### config.mk
export PLATFORM = sky130hd
export DESIGN_NAME = mc_fsm_outdec
export DESIGN_NICKNAME = d
export VERILOG_FILES = /design/src/rtl/mc_ctrl_pkg.sv /design/src/rtl/mc_fsm_outdec.sv
export SDC_FILE = /design/constraint.sdc
export NUM_CORES = 1
export LEC_CHECK = 0
export BUFFER_PORTS_ARGS = -buffer_cell sky130_fd_sc_hd__buf_2
export CAP_MARGIN = 15
export CORE_AREA = 2 2 39 41
export DETAILED_ROUTE_END_ITERATION = 10
export DIE_AREA = 0 0 41 43
export PLACE_DENSITY_LB_ADDON = 0.08
export SYNTH_ARGS = -nofsm -noshare
export SYNTH_HDL_FRONTEND = slang
export SYNTH_SLANG_ARGS = --single-unit
### constraint.sdc
create_clock -name vclk -period 1
set_input_delay 0.1 -clock vclk [all_inputs]
set_output_delay 0.1 -clock vclk [all_outputs]
set_load 0.005 [all_outputs]
### src/rtl/mc_ctrl_pkg.sv
// Shared types and encodings for the multicycle ARM main controller.
// State enum, datapath select encodings and the packed control vector.
package mc_ctrl_pkg;

    typedef enum logic [3:0] {
        S_FETCH    = 4'd0,
        S_DECODE   = 4'd1,
        S_MEMADR   = 4'd2,
        S_MEMRD    = 4'd3,
        S_MEMWB    = 4'd4,
        S_MEMWR    = 4'd5,
        S_EXECUTER = 4'd6,
        S_EXECUTEI = 4'd7,
        S_ALUWB    = 4'd8,
        S_BRANCH   = 4'd9,
        S_UNKNOWN  = 4'd10
    } state_e;

    localparam logic [1:0] SRCB_RM   = 2'b00;
    localparam logic [1:0] SRCB_IMM  = 2'b01;
    localparam logic [1:0] SRCB_FOUR = 2'b10;

    localparam logic [1:0] RES_ALUOUT = 2'b00;
    localparam logic [1:0] RES_RDATA  = 2'b01;
    localparam logic [1:0] RES_ALU    = 2'b10;

    localparam logic [1:0] IMM_DP  = 2'b00;
    localparam logic [1:0] IMM_MEM = 2'b01;
    localparam logic [1:0] IMM_BR  = 2'b10;

    localparam logic [1:0] OP_DP  = 2'b00;
    localparam logic [1:0] OP_MEM = 2'b01;
    localparam logic [1:0] OP_BR  = 2'b10;

    typedef struct packed {
        logic       ir_write;
        logic       next_pc;
        logic       adr_src;
        logic       alu_src_a;
        logic [1:0] alu_src_b;
        logic [1:0] result_src;
        logic       alu_op;
        logic [1:0] imm_src;
        logic       reg_w;
        logic       mem_w;
        logic       branch;
        logic       illegal;
    } ctrl_t;

    // Undefined opcode 11 falls back to the data-processing immediate format.
    function automatic logic [1:0] imm_src_of(input logic [1:0] op);
        case (op)
            OP_MEM:  return IMM_MEM;
            OP_BR:   return IMM_BR;
            default: return IMM_DP;
        endcase
    endfunction

endpackage

### src/rtl/mc_fsm_outdec.sv
// Combinational state-to-control-vector decoder for the main controller.
// Memory-qualified enables (IRWrite/NextPC in FETCH, MemW in MEMWR) follow mem_ready.
module mc_fsm_outdec
    import mc_ctrl_pkg::*;
(
    input  state_e     state_i,
    input  logic       mem_ready_i,
    input  logic [1:0] op_i,
    output ctrl_t      ctrl_o
);

    always_comb begin
        ctrl_o         = '0;
        ctrl_o.imm_src = imm_src_of(op_i);
        case (state_i)
            S_FETCH: begin
                ctrl_o.imm_src    = IMM_DP;
                ctrl_o.alu_src_a  = 1'b1;
                ctrl_o.alu_src_b  = SRCB_FOUR;
                ctrl_o.result_src = RES_ALU;
                ctrl_o.ir_write   = mem_ready_i;
                ctrl_o.next_pc    = mem_ready_i;
            end
            S_DECODE: begin
                ctrl_o.alu_src_a  = 1'b1;
                ctrl_o.alu_src_b  = SRCB_FOUR;
                ctrl_o.result_src = RES_ALU;
            end
            S_MEMADR: ctrl_o.alu_src_b = SRCB_IMM;
            S_MEMRD:  ctrl_o.adr_src   = 1'b1;
            S_MEMWR: begin
                ctrl_o.adr_src = 1'b1;
                ctrl_o.mem_w   = mem_ready_i;
            end
            S_MEMWB: begin
                ctrl_o.result_src = RES_RDATA;
                ctrl_o.reg_w      = 1'b1;
            end
            S_EXECUTER: ctrl_o.alu_op = 1'b1;
            S_EXECUTEI: begin
                ctrl_o.alu_src_b = SRCB_IMM;
                ctrl_o.alu_op    = 1'b1;
            end
            S_ALUWB: ctrl_o.reg_w = 1'b1;
            S_BRANCH: begin
                ctrl_o.alu_src_b  = SRCB_IMM;
                ctrl_o.result_src = RES_ALU;
                ctrl_o.branch     = 1'b1;
            end
            // UNKNOWN and any unreachable encoding both report illegal.
            default: ctrl_o.illegal = 1'b1;
        endcase
    end

endmodule

==> flow_summary.json, run 1 <==
{
  "met2_usage_pct": 12.2,
  "drive_gt1_share_pct": 57.4,
  "max_cap_violations": 0,
  "post-route-drc-count": 0,
  "grt_setup_unrepaired": "true",
  "top_usage_layer": "met2",
  "clkPwrFrac_pct": 0,
  "worstPathRequired_ns": 0.90,
  "fmax_ghz": 1.07,
  "overflow": 0,
  "p_int_mw": 0.0574,
  "finalInstanceArea_um2": 315,
  "arrival_ns": 0.83,
  "power.switching_mw": 0.0575,
  "ant_nets": 0,
  "pwr-share-comb_pct": 100.0,
  "p_sw_share_pct": 50.0,
  "finalSetupViolations": 0,
  "muxShareOfSynthArea_pct": 0,
  "place_congestion": 0.679,
  "grtUsageTotal_pct": 6.59,
  "yosysSeqAreaShare_pct": 0,
  "synthXorXnorAreaFrac_pct": 12.7,
  "cts_hold_buf": 0,
  "min_path_type": "in2out",
  "synth_top_cell_by_area": "nor3_1",
  "worst_slew_pin_slew_ns": 0.241,
  "pin_count": 22,
  "syn_area_per_cell_um2": 7.12,
  "crit_path_end": "ctrl_o[13]",
  "via_per_inst": 3.94,
  "synthAdderAreaFrac_pct": 0,
  "max_slew_margin_pct": 83.8,
  "synth_top_family_by_area": "simple AND/OR/NAND/NOR gates",
  "synth_compound_area_share_pct": 8.48,
  "die-area_um2": 1760,
  "ir_worst_vdd_mv": 0.136,
  "startpoint": "state_i[3]",
  "tns_ns": 0,
  "area_growth_pct": 52.7,
  "critPathKind": "in2out",
  "drt-total-wl_um": 592,
  "start_util_pct": 14.9,
  "start_kind": "input pin",
  "synth_area_leaders": "nor3_1 (15%), xnor2_1 (13%), buf_4 (11%)",
  "firstDrtPassIters": 2,
  "rows": 14,
  "end_kind": "output port",
  "fillers": 173,
  "yosysMostFrequentCell": "nor3_1",
  "grtUsageMet1_pct": 8.54,
  "synth_top_area_share_pct": 14.5,
  "antennaDiodeCount": 0,
  "seq_cells": 0,
  "synth_area_um2": 206,
  "synthSimpleGateAreaFrac_pct": 56.4,
  "drt_iter0_markers": 5,
  "synth_nets": 36,
  "placed_cell_area_um2": 305,
  "core_um2": 1380,
  "wl_per_cell_um": 9.40,
  "grt_use_met3_pct": 0,
  "synth_cells": 29,
  "min_period_over_period_pct": 93.2,
  "power_density_nw_per_um2": 364,
  "seqCellArea_um2": 0,
  "period_needed_ns": 0.932,
  "ys_types": 16,
  "fin_util_pct": 22.8,
  "synth_common_cells": "nor3_1 (6), buf_4 (3), xnor2_1 (3)",
  "io_buffers": 22,
  "nClkBuffers": 0,
  "die_w_um": 41,
  "grt_max_degree": 11,
  "grt_pass1_wl_um": 869,
  "outcome": "completed",
  "p_seq_share_pct": 0,
  "grt_pass1_vias": 198,
  "p_leak_nw": 0.172,
  "slew_viol_final": 0,
  "nets": 56,
  "worstHoldStart": "op_i[1]",
  "hold_viol_final": 0,
  "crit_fanout": 6,
  "ys_warn_count": 0,
  "dp_hpwl_um": 483,
  "routed-via-count": 248,
  "antenna_found_initial": 0,
  "dieHeight_um": 43
}
==> power groups by stage <==
stage          clock network [mW]  logic [mW]  registers, mW
2_1_floorplan                   0      0.0754              0
3_3_place_gp                    0       0.111              0
3_5_place_dp                    0       0.112              0
4_1_cts                         0       0.113              0
5_1_grt                         0       0.128              0
6_report                        0       0.115              0
==> worst min path at each step <==
stage | endpoint | slack, ns | cells after the start
2_1_floorplan | ctrl_o[4] | 0.23 | 1
3_3_place_gp | ctrl_o[4] | 0.43 | 3
3_5_place_dp | ctrl_o[4] | 0.44 | 3
4_1_cts | ctrl_o[4] | 0.44 | 3
5_1_grt | ctrl_o[5] | 0.47 | 3
6_report | ctrl_o[4] | 0.44 | 3
==> cell type report <==
type	instances	area [um2]	area share [%]
Inverter	2	7.51	2.38
Multi-Input combinational cell	22	165	52.4
Tap cell	16	20.0	6.35
Timing Repair Buffer	23	123	38.9
==> cells in the final DEF (no fill, tap or decap), types with 2 or more instances in the layout <==
cell | netlist | final
nor2b_1 | 2 | 2
buf_4 | 3 | 3
xnor2_1 | 3 | 3
nor3_1 | 6 | 6
inv_1 | 2 | 2
nor3b_1 | 2 | 2
buf_2 | 1 | 20
==> worst max-delay path: stages <==
cell	delay, ns
buf_4	0.14
nor4_4	0.30
and2_4	0.19
buf_2	0.10
==> cells by family (layout without fill, tap and decap cells) <==
family,after synthesis,after routing
XOR/XNOR,3,3
AO/OA/AOI/OAI,2,2
AND/OR/NAND/NOR,17,17
buffers and inverters,7,25
==> routing by layer <==
| layer | share of wire, % | up-vias |
|---|---|---|
| li1 | - | 133 |
| met1 | 43 | 104 |
| met2 | 49 | 11 |
| met3 | 8.6 | 0 |
| met4 | 0 | 0 |
| met5 | 0 | - |
==> through the flow <==
stage | instances | setup WS (ns) | hold slack (ns) | power [mW]
after global placement | 63 | 0.0512 | 0.435 | 0.111
after CTS | 63 | 0.0354 | 0.441 | 0.113
after global routing | 63 | -0.00326 | 0.468 | 0.128
final | 63 | 0.0678 | 0.441 | 0.115
after detailed placement | 63 | 0.0354 | 0.440 | 0.112
after floorplan | 29 | 0.112 | 0.233 | 0.0754
==> repair_timing <==
item                                    CTS  global route
resized for setup                         0             6
setup buffers                             0             0
endpoints found under the setup margin    0             3
No activity file was read; power rests on OpenSTA's default activity.
==> run 2, diff against run 1 <==
==> constraint.sdc (replaced) <==
create_clock -name vclk -period 1.1
set_input_delay 0.11 -clock vclk [all_inputs]
set_output_delay 0.11 -clock vclk [all_outputs]
set_load 0.005 [all_outputs]
==> run 2 against run 1 <==
Compared with the run above:
- final cell count unchanged
- setup slack better by 0.056 ns
- worst hold slack better by 0.014 ns
- critical endpoint is now ctrl_o[5]
- largest power group unchanged
==> flow_summary.json, run 2 (synthesized netlist as in run 1, its figures left out) <==
{
  "antennaDiodeCount": 0,
  "ir_worst_vdd_mv": 0.0764,
  "slew_viol_final": 0,
  "met1_length_um": 247,
  "wl_met2_um": 264,
  "min_period_over_period_pct": 88.7,
  "slowest_delay_ns": 0.27,
  "placed_cell_area_um2": 298,
  "io_buffers": 22,
  "max_slew_margin_pct": 85.0,
  "grt_pass1_wl_um": 834,
  "final-instance-count-excl-fill": 63,
  "power.total_mw": 0.0984,
  "fin_util_pct": 22.1,
  "place_ws_ns": 0.0994,
  "dr_wl_met3_um": 49,
  "core_um2": 1380,
  "post-route-drc-count": 0,
  "mostFrequentLayoutCells": "buf_2 (22), nor3_1 (6), xnor2_1 (3)",
  "dieHeight_um": 43,
  "path_common_cell": "buf_2",
  "place_congestion": 0.666,
  "p_leak_nw": 0.170,
  "overflow": 0,
  "finalInstanceArea_um2": 305,
  "tns_ns": 0,
  "routed-via-count": 246,
  "grt_pass1_vias": 210,
  "start_kind": "input pin",
  "crit_path_top_delay_cell": "nor4_4",
  "end_kind": "output port",
  "hold_viol_final": 0,
  "period_needed_ns": 0.976,
  "wl_per_cell_um": 8.90,
  "grt_max_degree": 12,
  "crit_chain": "buf_2 > nor4_4 > buf_4 > nor3b_1 > buf_2",
  "antenna_found_initial": 0,
  "worstPathRequired_ns": 0.99,
  "seq_cells": 0,
  "critPathKind": "in2out",
  "nets": 56,
  "arrival_ns": 0.87,
  "drive_gt1_share_pct": 53.2,
  "grtUsageTotal_pct": 6.19,
  "drt-total-wl_um": 561,
  "highest_layer": "met3",
  "dp_hpwl_um": 447,
  "nClkBuffers": 0,
  "fmax_ghz": 1.02,
  "cp_num_buf_inv": 3,
  "pin_count": 22,
  "grt_setup_unrepaired": "false",
  "power_density_nw_per_um2": 322,
  "outcome": "completed",
  "start_util_pct": 14.9,
  "max_cap_violations": 0,
  "die_w_um": 41,
  "via_per_inst": 3.90,
  "rows": 14,
  "mostFrequentLayoutCell": "buf_2",
  "worst_slew_pin_slew_ns": 0.225,
  "area_growth_pct": 47.9,
  "ant_nets": 0,
  "finalWorstSetupSlack_ns": 0.124,
  "fillers": 164,
  "firstDrtPassIters": 1,
  "die-area_um2": 1760,
  "timing.hold.ws_ns": 0.455,
  "cp_top_family": "buffers and inverters",
  "finalSetupViolations": 0,
  "numPlacedInstances": 62,
  "drt_iter0_markers": 0,
  "crit_fanout": 8,
  "cts_hold_buf": 0,
  "seqCellArea_um2": 0,
  "min_path_type": "in2out"
}
-- run 2: worst paths after layout --
| check | from | to | slack [ns] | cells past startpoint |
|---|---|---|---|---|
| setup / recovery | state_i[2] | ctrl_o[5] | 0.12 | 5 |
| hold / removal | op_i[0] | ctrl_o[5] | 0.46 | 3 |
-- run 2: final cells by class --
cell class / instances / area (um2) / share of cell area, %
Multi-Input combinational cell: 22 / 160 / 52.5
Tap cell: 16 / 20.0 / 6.56
Inverter: 2 / 7.51 / 2.46
Timing Repair Buffer: 23 / 118 / 38.5
-- run 2: routing by layer --
layer | vias up | GRT usage (%)
li1 | 131 | -
met1 | 104 | 7.28
met2 | 11 | 12.2
met3 | 0 | 0
met4 | 0 | 0
met5 | - | 0
-- run 2: report_power, final --
group / total [mW] / leakage (nW) / internal [mW] / switching [mW]
clock: 0 / 0 / 0 / 0
combinational: 0.0984 / 0.170 / 0.0479 / 0.0504
sequential: 0 / 0 / 0 / 0
total: 0.0984 / 0.170 / 0.0479 / 0.0504
-- run 2: what timing repair did --
| action | CTS | global route |
|---|---|---|
| setup endpoints to repair | 0 | 2 |
| gates resized for setup | 0 | 0 |
| setup buffers | 0 | 1 |
